**src/rtl/audio_pkg.sv**
```systemverilog
`timescale 1ns/1ps
`default_nettype none
// +-------------------------------------------------------------------+
// | audio_pkg : shared fetch-FSM states and sample-word field layout  |
// | Revision  : 1.0                                                   |
// +-------------------------------------------------------------------+
package audio_pkg;
  localparam int SAMPLE_W  = 16;
  localparam int LEFT_MSB  = 31;
  localparam int RIGHT_MSB = 15;

  typedef enum logic [1:0] {
    ST_IDLE    = 2'd0,
    ST_REQ     = 2'd1,
    ST_WAIT    = 2'd2,
    ST_CAPTURE = 2'd3
  } fetch_state_t;
endpackage
`default_nettype wire

```
**src/rtl/i2s_tx.sv**
```systemverilog
`timescale 1ns/1ps
`default_nettype none
// +-------------------------------------------------------------------+
// | i2s_tx   : codec-clock synchronisers and I2S DAC serialiser       |
// | Revision : 1.0                                                    |
// +-------------------------------------------------------------------+
module i2s_tx
  import audio_pkg::*;
(
  input  logic                clk,
  input  logic                reset_n,
  input  logic                aud_bclk,
  input  logic                aud_daclrck,
  input  logic [SAMPLE_W-1:0] left_in,
  input  logic [SAMPLE_W-1:0] right_in,
  output logic                frame_start,
  output logic                aud_dacdat
);

  logic [1:0]          bclk_sync;
  logic [1:0]          lrck_sync;
  logic                bclk_prev;
  logic                lrck_prev;
  logic                bclk_fall;
  logic                lrck_fall;
  logic                lrck_rise;
  logic [SAMPLE_W-1:0] shift_reg;
  logic [SAMPLE_W-1:0] right_hold;

  always_ff @(posedge clk or negedge reset_n) begin
    if (!reset_n) begin
      bclk_sync <= 2'b00;
      lrck_sync <= 2'b00;
      bclk_prev <= 1'b0;
      lrck_prev <= 1'b0;
    end else begin
      bclk_sync <= {bclk_sync[0], aud_bclk};
      lrck_sync <= {lrck_sync[0], aud_daclrck};
      bclk_prev <= bclk_sync[1];
      lrck_prev <= lrck_sync[1];
    end
  end

  assign bclk_fall   = bclk_prev & ~bclk_sync[1];
  assign lrck_fall   = lrck_prev & ~lrck_sync[1];
  assign lrck_rise   = ~lrck_prev & lrck_sync[1];
  assign frame_start = lrck_fall;

  // The BCLK fall that carries the LRCK change emits the I2S delay slot (0);
  // the MSB follows on the next fall, and zeros are shifted in behind the LSB.
  always_ff @(posedge clk or negedge reset_n) begin
    if (!reset_n) begin
      shift_reg  <= '0;
      right_hold <= '0;
      aud_dacdat <= 1'b0;
    end else if (lrck_fall) begin
      shift_reg  <= left_in;
      right_hold <= right_in;
      aud_dacdat <= 1'b0;
    end else if (lrck_rise) begin
      shift_reg  <= right_hold;
      aud_dacdat <= 1'b0;
    end else if (bclk_fall) begin
      aud_dacdat <= shift_reg[SAMPLE_W-1];
      shift_reg  <= {shift_reg[SAMPLE_W-2:0], 1'b0};
    end
  end

endmodule
`default_nettype wire

```
**src/rtl/audio_player.sv**
```systemverilog
`timescale 1ns/1ps
`default_nettype none
// +-------------------------------------------------------------------+
// | audio_player : ring-buffer sample fetch feeding an I2S DAC stream |
// | Revision     : 1.0                                                |
// +-------------------------------------------------------------------+
module audio_player
  import audio_pkg::*;
#(
  parameter int ADDR_W = 14
) (
  input  logic              clk,
  input  logic              reset_n,
  input  logic              enable,
  output logic [ADDR_W-1:0] mem_address,
  output logic              mem_chipselect,
  output logic              mem_clken,
  output logic              mem_write,
  output logic [3:0]        mem_byteenable,
  input  logic [31:0]       mem_readdata,
  input  logic [31:0]       position_end,
  output logic [31:0]       position,
  input  logic              aud_bclk,
  input  logic              aud_daclrck,
  output logic              aud_dacdat,
  output logic              underrun
);

  fetch_state_t        state;
  logic [31:0]         prefetch;
  logic                prefetch_valid;
  logic                frame_start;
  logic                consume;
  logic [SAMPLE_W-1:0] left_load;
  logic [SAMPLE_W-1:0] right_load;

  assign mem_clken      = 1'b1;
  assign mem_write      = 1'b0;
  assign mem_byteenable = 4'hF;
  assign mem_address    = position[ADDR_W-1:0];
  assign mem_chipselect = (state == ST_REQ);

  assign consume    = frame_start & enable & prefetch_valid;
  assign left_load  = consume ? prefetch[LEFT_MSB -: SAMPLE_W]  : '0;
  assign right_load = consume ? prefetch[RIGHT_MSB -: SAMPLE_W] : '0;

  always_ff @(posedge clk or negedge reset_n) begin
    if (!reset_n) begin
      state <= ST_IDLE;
    end else begin
      case (state)
        ST_IDLE: begin
          if (enable && !prefetch_valid && (position != position_end))
            state <= ST_REQ;
        end
        ST_REQ:     state <= ST_WAIT;
        ST_WAIT:    state <= ST_CAPTURE;
        ST_CAPTURE: state <= ST_IDLE;
        default:    state <= ST_IDLE;
      endcase
    end
  end

  // A frame start landing on CAPTURE sees valid still low and plays silence;
  // the capture then survives for the following frame.
  always_ff @(posedge clk or negedge reset_n) begin
    if (!reset_n) begin
      position       <= '0;
      prefetch       <= '0;
      prefetch_valid <= 1'b0;
      underrun       <= 1'b0;
    end else begin
      underrun <= frame_start & enable & ~prefetch_valid;
      if (consume) begin
        position       <= position + 32'd1;
        prefetch_valid <= 1'b0;
      end
      if (state == ST_CAPTURE) begin
        prefetch       <= mem_readdata;
        prefetch_valid <= 1'b1;
      end
    end
  end

  i2s_tx u_i2s_tx (
    .clk         (clk),
    .reset_n     (reset_n),
    .aud_bclk    (aud_bclk),
    .aud_daclrck (aud_daclrck),
    .left_in     (left_load),
    .right_in    (right_load),
    .frame_start (frame_start),
    .aud_dacdat  (aud_dacdat)
  );

endmodule
`default_nettype wire

```
**config.mk**
```make
export PLATFORM = sky130hd
export DESIGN_NAME = audio_player
export DESIGN_NICKNAME = d
export VERILOG_FILES = /design/src/rtl/audio_pkg.sv /design/src/rtl/i2s_tx.sv /design/src/rtl/audio_player.sv
export SDC_FILE = /design/constraint.sdc
export NUM_CORES = 1
export LEC_CHECK = 0
export ABC_AREA = 1
export BUFFER_PORTS_ARGS = -buffer_cell sky130_fd_sc_hd__buf_4
export CAP_MARGIN = 20
export CORE_UTILIZATION = 45
export CTS_BUF_LIST = sky130_fd_sc_hd__clkbuf_4
export DETAILED_ROUTE_END_ITERATION = 8
export HOLD_SLACK_MARGIN = 0.08
export PLACE_DENSITY = 0.78
export SLEW_MARGIN = 20
export SYNTH_ARGS = -nofsm -noshare
export SYNTH_HDL_FRONTEND = slang
export SYNTH_SLANG_ARGS = --single-unit
```
**constraint.sdc**
```tcl
create_clock -name clk -period 1.7 [get_ports clk]
set_clock_uncertainty 0.1 [all_clocks]
set_input_delay 0.34 -clock clk [delete_from_list [all_inputs] [get_ports clk]]
set_output_delay 0.34 -clock clk [all_outputs]
set_load 0.02 [all_outputs]
```
; After elaboration in Yosys (flattened, before gate mapping)
; Cells that the tools add are included.
[word_totals]
in_bits = 69
mem_bits_ro = 0
latchBits = 0
mem_count = 0
ramBits = 0
output_inout_bits = 55
register_bits = 107
wordCells = 46
[op_classes]
eq_ne = 5
n_reduce_logical = 6
shift = 0
n_bitwise = 10
div = 0
order_cmp = 0
mul = 0
add_sub_neg = 1
n_mux = 12
[ops]
columns = operator, n
row1 = $mux 16, 5
row2 = $add 32x1->32 const B, 1
row3 = $ne 32x32->1, 1
row4 = $pmux 2 s4, 1
row5 = $and 1x1->1, 6
row6 = $mux 1, 5
row7 = $eq 2x2->1 const B, 2
row8 = $not 1->1, 4
row9 = $reduce_bool 3->1, 1
row10 = $eq 2x1->1 const B, 1
row11 = $logic_and 1x1->1, 2
row12 = $logic_not 2->1, 1
row13 = $mux 2, 1
row14 = $ne 2x2->1 const B, 1
row15 = $reduce_bool 2->1, 1
row16 = $logic_not 1->1, 1

; Longest topological paths before layout
[logic_depth]
word_depth = 6
ltp_mapped = 13
mapped_depth_nobuf = 12

; Cells and area by module
; Synthesis repeated with hierarchy kept, for this count alone.
[hier_totals]
cells_unflattened = 721
hier_area_um2 = 5657.9
[by_module_without_submodules]
columns = mod, cells_each, area_each_um2, instances
row1 = audio_player, 485, 3836.2, 1
row2 = i2s_tx, 236, 1821.7, 1

; Worst setup path after synthesis
; OpenSTA, ideal clock, no wires.
[synth_path]
path_kind = register -> register
from = register u_i2s_tx.lrck_sync[1]
to = register position[29]
setup_ns = 0.119
t_required_ns = 1.481
arrival_time_ns = 1.631
setup_slack_ns = -0.150
stages_incl_launch_ff = 14
cell_sequence = dfrtp_1 > inv_1 > ha_1 > buf_4 > nand3_4 > nor2_4 > nand2_2 > nor2_4 > nand2_2 > nor2_4 > nand2_2 > nor2_1 > nand2_1 > and2_1
[synth_between]
elab_chain_cells = 4
[synth_lines]
columns = element, line_no
row1 = "start, declared", i2s_tx.sv:21  ; logic [1:0] lrck_sync;
row2 = "start signal, assigned", i2s_tx.sv:38  ; lrck_sync <= {lrck_sync[0], aud_daclrck};
row3 = $not 1->1, i2s_tx.sv:45  ; assign lrck_fall = lrck_prev & ~lrck_sync[1];
row4 = $and 1x1->1, i2s_tx.sv:45
row5 = $and 1x1->1 (2 in a row), audio_player.sv:43  ; assign consume = frame_start & enable & prefetch_valid;
row6 = "end signal, assigned", audio_player.sv:75  ; position <= position + 32'd1;
row7 = "end, declared", audio_player.sv:22  ; output logic [31:0] position,
; Every way passes these cells.
; A chain may end at the register's enable or synchronous reset.

; Final worst setup path
[layout_path]
from = register u_i2s_tx.lrck_sync[1]
to = register position[15]
; The elaborated chain is that of the path after synthesis.

==> impl_results.md <==
* Via-to-Cell Ratio at 5.06
* Most used cell, CP: buf_4
* Vias in the first global route at 4742
* Yosys cell types at 34
* Internal power at 0.00505 W
* Status: finished with violations
* Setup violators final at 41
* Layout area overhead at 46.9%
* Post-synth top area share at 0.503
* Hold Vio Cnt, Final at 0
* RR Startpoint: u_i2s_tx.lrck_sync[1]
* Layout cells sized above 1 at 0.374
* Pre-antenna DRT Iters at 7
* YS warnings at 0
* Switching share of total power at 0.346
* Post-synth top area cell: dfrtp_1
* Top area cells in the synthesized netlist: dfrtp_1, nand2_1, xnor2_1, inv_1, mux2_2
* Die Span Y at 111 um
* Worst setup EP type: flop
* Finished Cell Area at 7820 um^2
* R2R depth at 10
* Startpoint types: flop
* Final hold slack at 270 ps
* CTS Buffer Depth at 2
* Max-Cap Viols at 0
* Worst-Margin Slew at 713 ps
* Routed WL at 14300 um
* Area occupied by registers at 2690 um^2
* Crit-path cells: inv_2 -> ha_4 -> nand3_4 -> buf_4 -> nor3_4 -> nand3b_1 -> nor2_4 -> buf_4 -> buf_4 -> xor2_1
* Share of power burned in registers at 0.467
* Total die area at 12300 um^2
* Clock share of power at 0.163
* Vias at 4866
* CTS clk-pin slew, worst paths at 180 ps
* Die width at 111 um
* Residual DRC at 0
* CTS tree: built
* Final worst setup slack at -268 ps
* DR iter-0 viols at 260
* Crit Path Max Fanout at 4
* Placement Cell Area at 6580 um^2
* CP max stage cell: dfrtp_1
* First-pass GRT wire length at 22100 um
* Flops & latches, synth at 107
* Reg2Reg Setup Slack at -270 ps
* Cell Count, Final, Fillers Out at 962
* NetSw at 0.00267 W
* Skew-Pair Late Insertion Delay at 470 ps
* Top Registers: position x32, prefetch x32
* GRT Total Usage at 0.224
* Antenna-violating nets left at 0
* Maximum clock rate at 508 MHz
* Drt wl/cell at 14.9 um
* Slowest stage delay, CP at 430 ps
* Max-slew violation count at 0
* Grt total ovfl at 0
* Core area at 11500 um^2
* RSZ-0062 raised after global routing: true
* Period minus WS final at 1970 ps
* Critical Path Source: u_i2s_tx.lrck_sync[1]
* Final period utilization at 1.16
* Root buf cell: clkbuf_4
* Filler cells at 848
* Mean Syn Cell Area at 8.97 um^2
* Hold Path Class: input port to asynchronous set/reset pin
* Final Wtd Congestion at 0.862
* CP Data Arrival Time at 2250 ps
* Peak VDD IR at 0.696 mV
* Reg-to-reg endpoint: position[15]
* Diode count at 0
* HPWL Detailed at 8900 um
* Initial Utilization at 0.464
* Synth Cell Area at 5330 um^2
* CP Data Required Time at 1990 ps
* Power Density at 987 nW/um^2
* Max-slew headroom at 0.520
* Critical path class: flop to flop
* I/O Buffers at 117
* Clock H-tree levels at 3
* Largest net degree at the start of global routing at 50
* Clk sinks at 107
* Pre-CTS WS at -169 ps
* Footprint of the multi-input gates at 2350 um^2
* Placed cells at 864
* Top Ports at 124
* CTS buffer count at 9
* Final net count at 891
* Synth Instances at 594
* Placement row count at 39
* Initial antenna violation count at 0
* P_leak at 3.77 nW
* Violations in the final reports: negative setup slack
* Comb power frac at 0.370
* Register area share after synthesis at 0.503
## power groups by stage
stage	registers [W]	clock network, W	logic, W
finish	0.00361	0.00126	0.00286
detailed placement	0.00366	0	0.00239
CTS	0.00361	0.00130	0.00276
global placement	0.00362	0	0.00228
global route	0.00367	0.00141	0.00318
floorplan	0.00365	0	0.00145
## metrics by stage
stage | utilization | total power (W) | setup TNS, ps
2_1_floorplan | - | 0.00510 | -565
3_3_place_gp | 0.574 | 0.00590 | -382
3_5_place_dp | 0.574 | 0.00605 | -1200
4_1_cts | 0.653 | 0.00767 | -1240
5_1_grt | 0.682 | 0.00826 | -8990
6_report | 0.682 | 0.00772 | -5140
## worst max path at each step
| stage | to | slack, ps | cells past startpoint |
|---|---|---|---|
| after CTS | position[25] | -100 | 12 |
| after global placement | position[26] | -100 | 11 |
| after floorplan | position[29] | -120 | 13 |
| after global routing | position[29] | -340 | 12 |
| final | position[15] | -270 | 10 |
| after detailed placement | position[26] | -170 | 11 |
## routing by layer
metal	GRT usage	vias up	routed length, um
met3	0.0448	40	740
met1	0.270	2324	5610
met5	0	-	0
met4	0.0862	0	407
li1	-	2302	-
met2	0.391	200	7540
## worst max-delay path: cells and delay by family, from the launching register on
kind	cells	cell delay, ps
DFF	1	430
adders and majority gates	1	140
xor gates and xnor gates	1	150
buffers and inverters	4	470
and+or+nand+nor	4	600
## cell families (layout without fill, tap and decap cells)
group	after synthesis	after routing	synth area share
compound gates	86	86	0.0897
xor+xnor	50	50	0.0822
fa+ha+maj	8	8	0.0188
buf+inv	114	335	0.0956
flops	107	107	0.503
mux	16	16	0.0338
other cells	2	6	0.00141
simple gates	211	211	0.176
## repair_timing
action / in CTS / in global routing
hold buffers: 36 / 0
hold endpoints to repair: 72 / 0
cloned: 1 / 0
pin swaps: 9 / 20
endpoints found under the setup margin: 42 / 57
setup buffers: 24 / 26
gates resized for setup: 53 / 47
## cell type report
| type | count | share of cell area |
|---|---|---|
| sequential | 107 | 0.344 |
| multi-input combinational | 377 | 0.300 |
| timing repair buffer | 244 | 0.279 |
| inverter | 75 | 0.0369 |
| tap | 143 | 0.0229 |
| clock inverter | 7 | 0.00880 |
| clock buffer | 9 | 0.00864 |
## cells in the final DEF (no fill, tap or decap), types with 6 or more instances in the layout
| cell | instances |
|---|---|
| xor2_1 | 20 |
| a31oi_1 | 16 |
| conb_1 | 6 |
| o22ai_1 | 16 |
| nand3_1 | 7 |
| nor2_4 | 8 |
| nand2_1 | 117 |
| buf_12 | 6 |
| clkbuf_4 | 9 |
| buf_6 | 42 |
| nor3_1 | 8 |
| mux2_2 | 16 |
| o21ai_0 | 32 |
| dfrtp_2 | 11 |
| inv_2 | 10 |
| nor2_1 | 37 |
| inv_1 | 63 |
| dfrtp_1 | 96 |
| xnor2_1 | 27 |
| dlygate4sd3_1 | 36 |
| a21oi_1 | 15 |
| buf_4 | 159 |
## cells in the mapped netlist
library cell / n
and2_1: 2
conb_1: 2
nor3_2: 1
nor4_1: 1
buf_2: 2
o21bai_1: 2
nor2_2: 3
nand3b_1: 1
mux2_2: 16
or2_2: 1
inv_1: 65
o21ai_1: 4
o21ai_0: 32
a21o_1: 1
nor2_4: 4
inv_2: 10
clkbuf_1: 14
nand3_1: 10
buf_1: 2
nand2_1: 120
nor3_1: 12
a21oi_1: 15
nand2_2: 4
xor2_1: 20
nand3_4: 1
xnor2_1: 30
dfrtp_1: 107
ha_1: 8
nand4_1: 4
nand3_2: 4
a31oi_1: 16
buf_4: 21
nor2_1: 43
o22ai_1: 16
No activity file was read; power rests on OpenSTA's default activity.
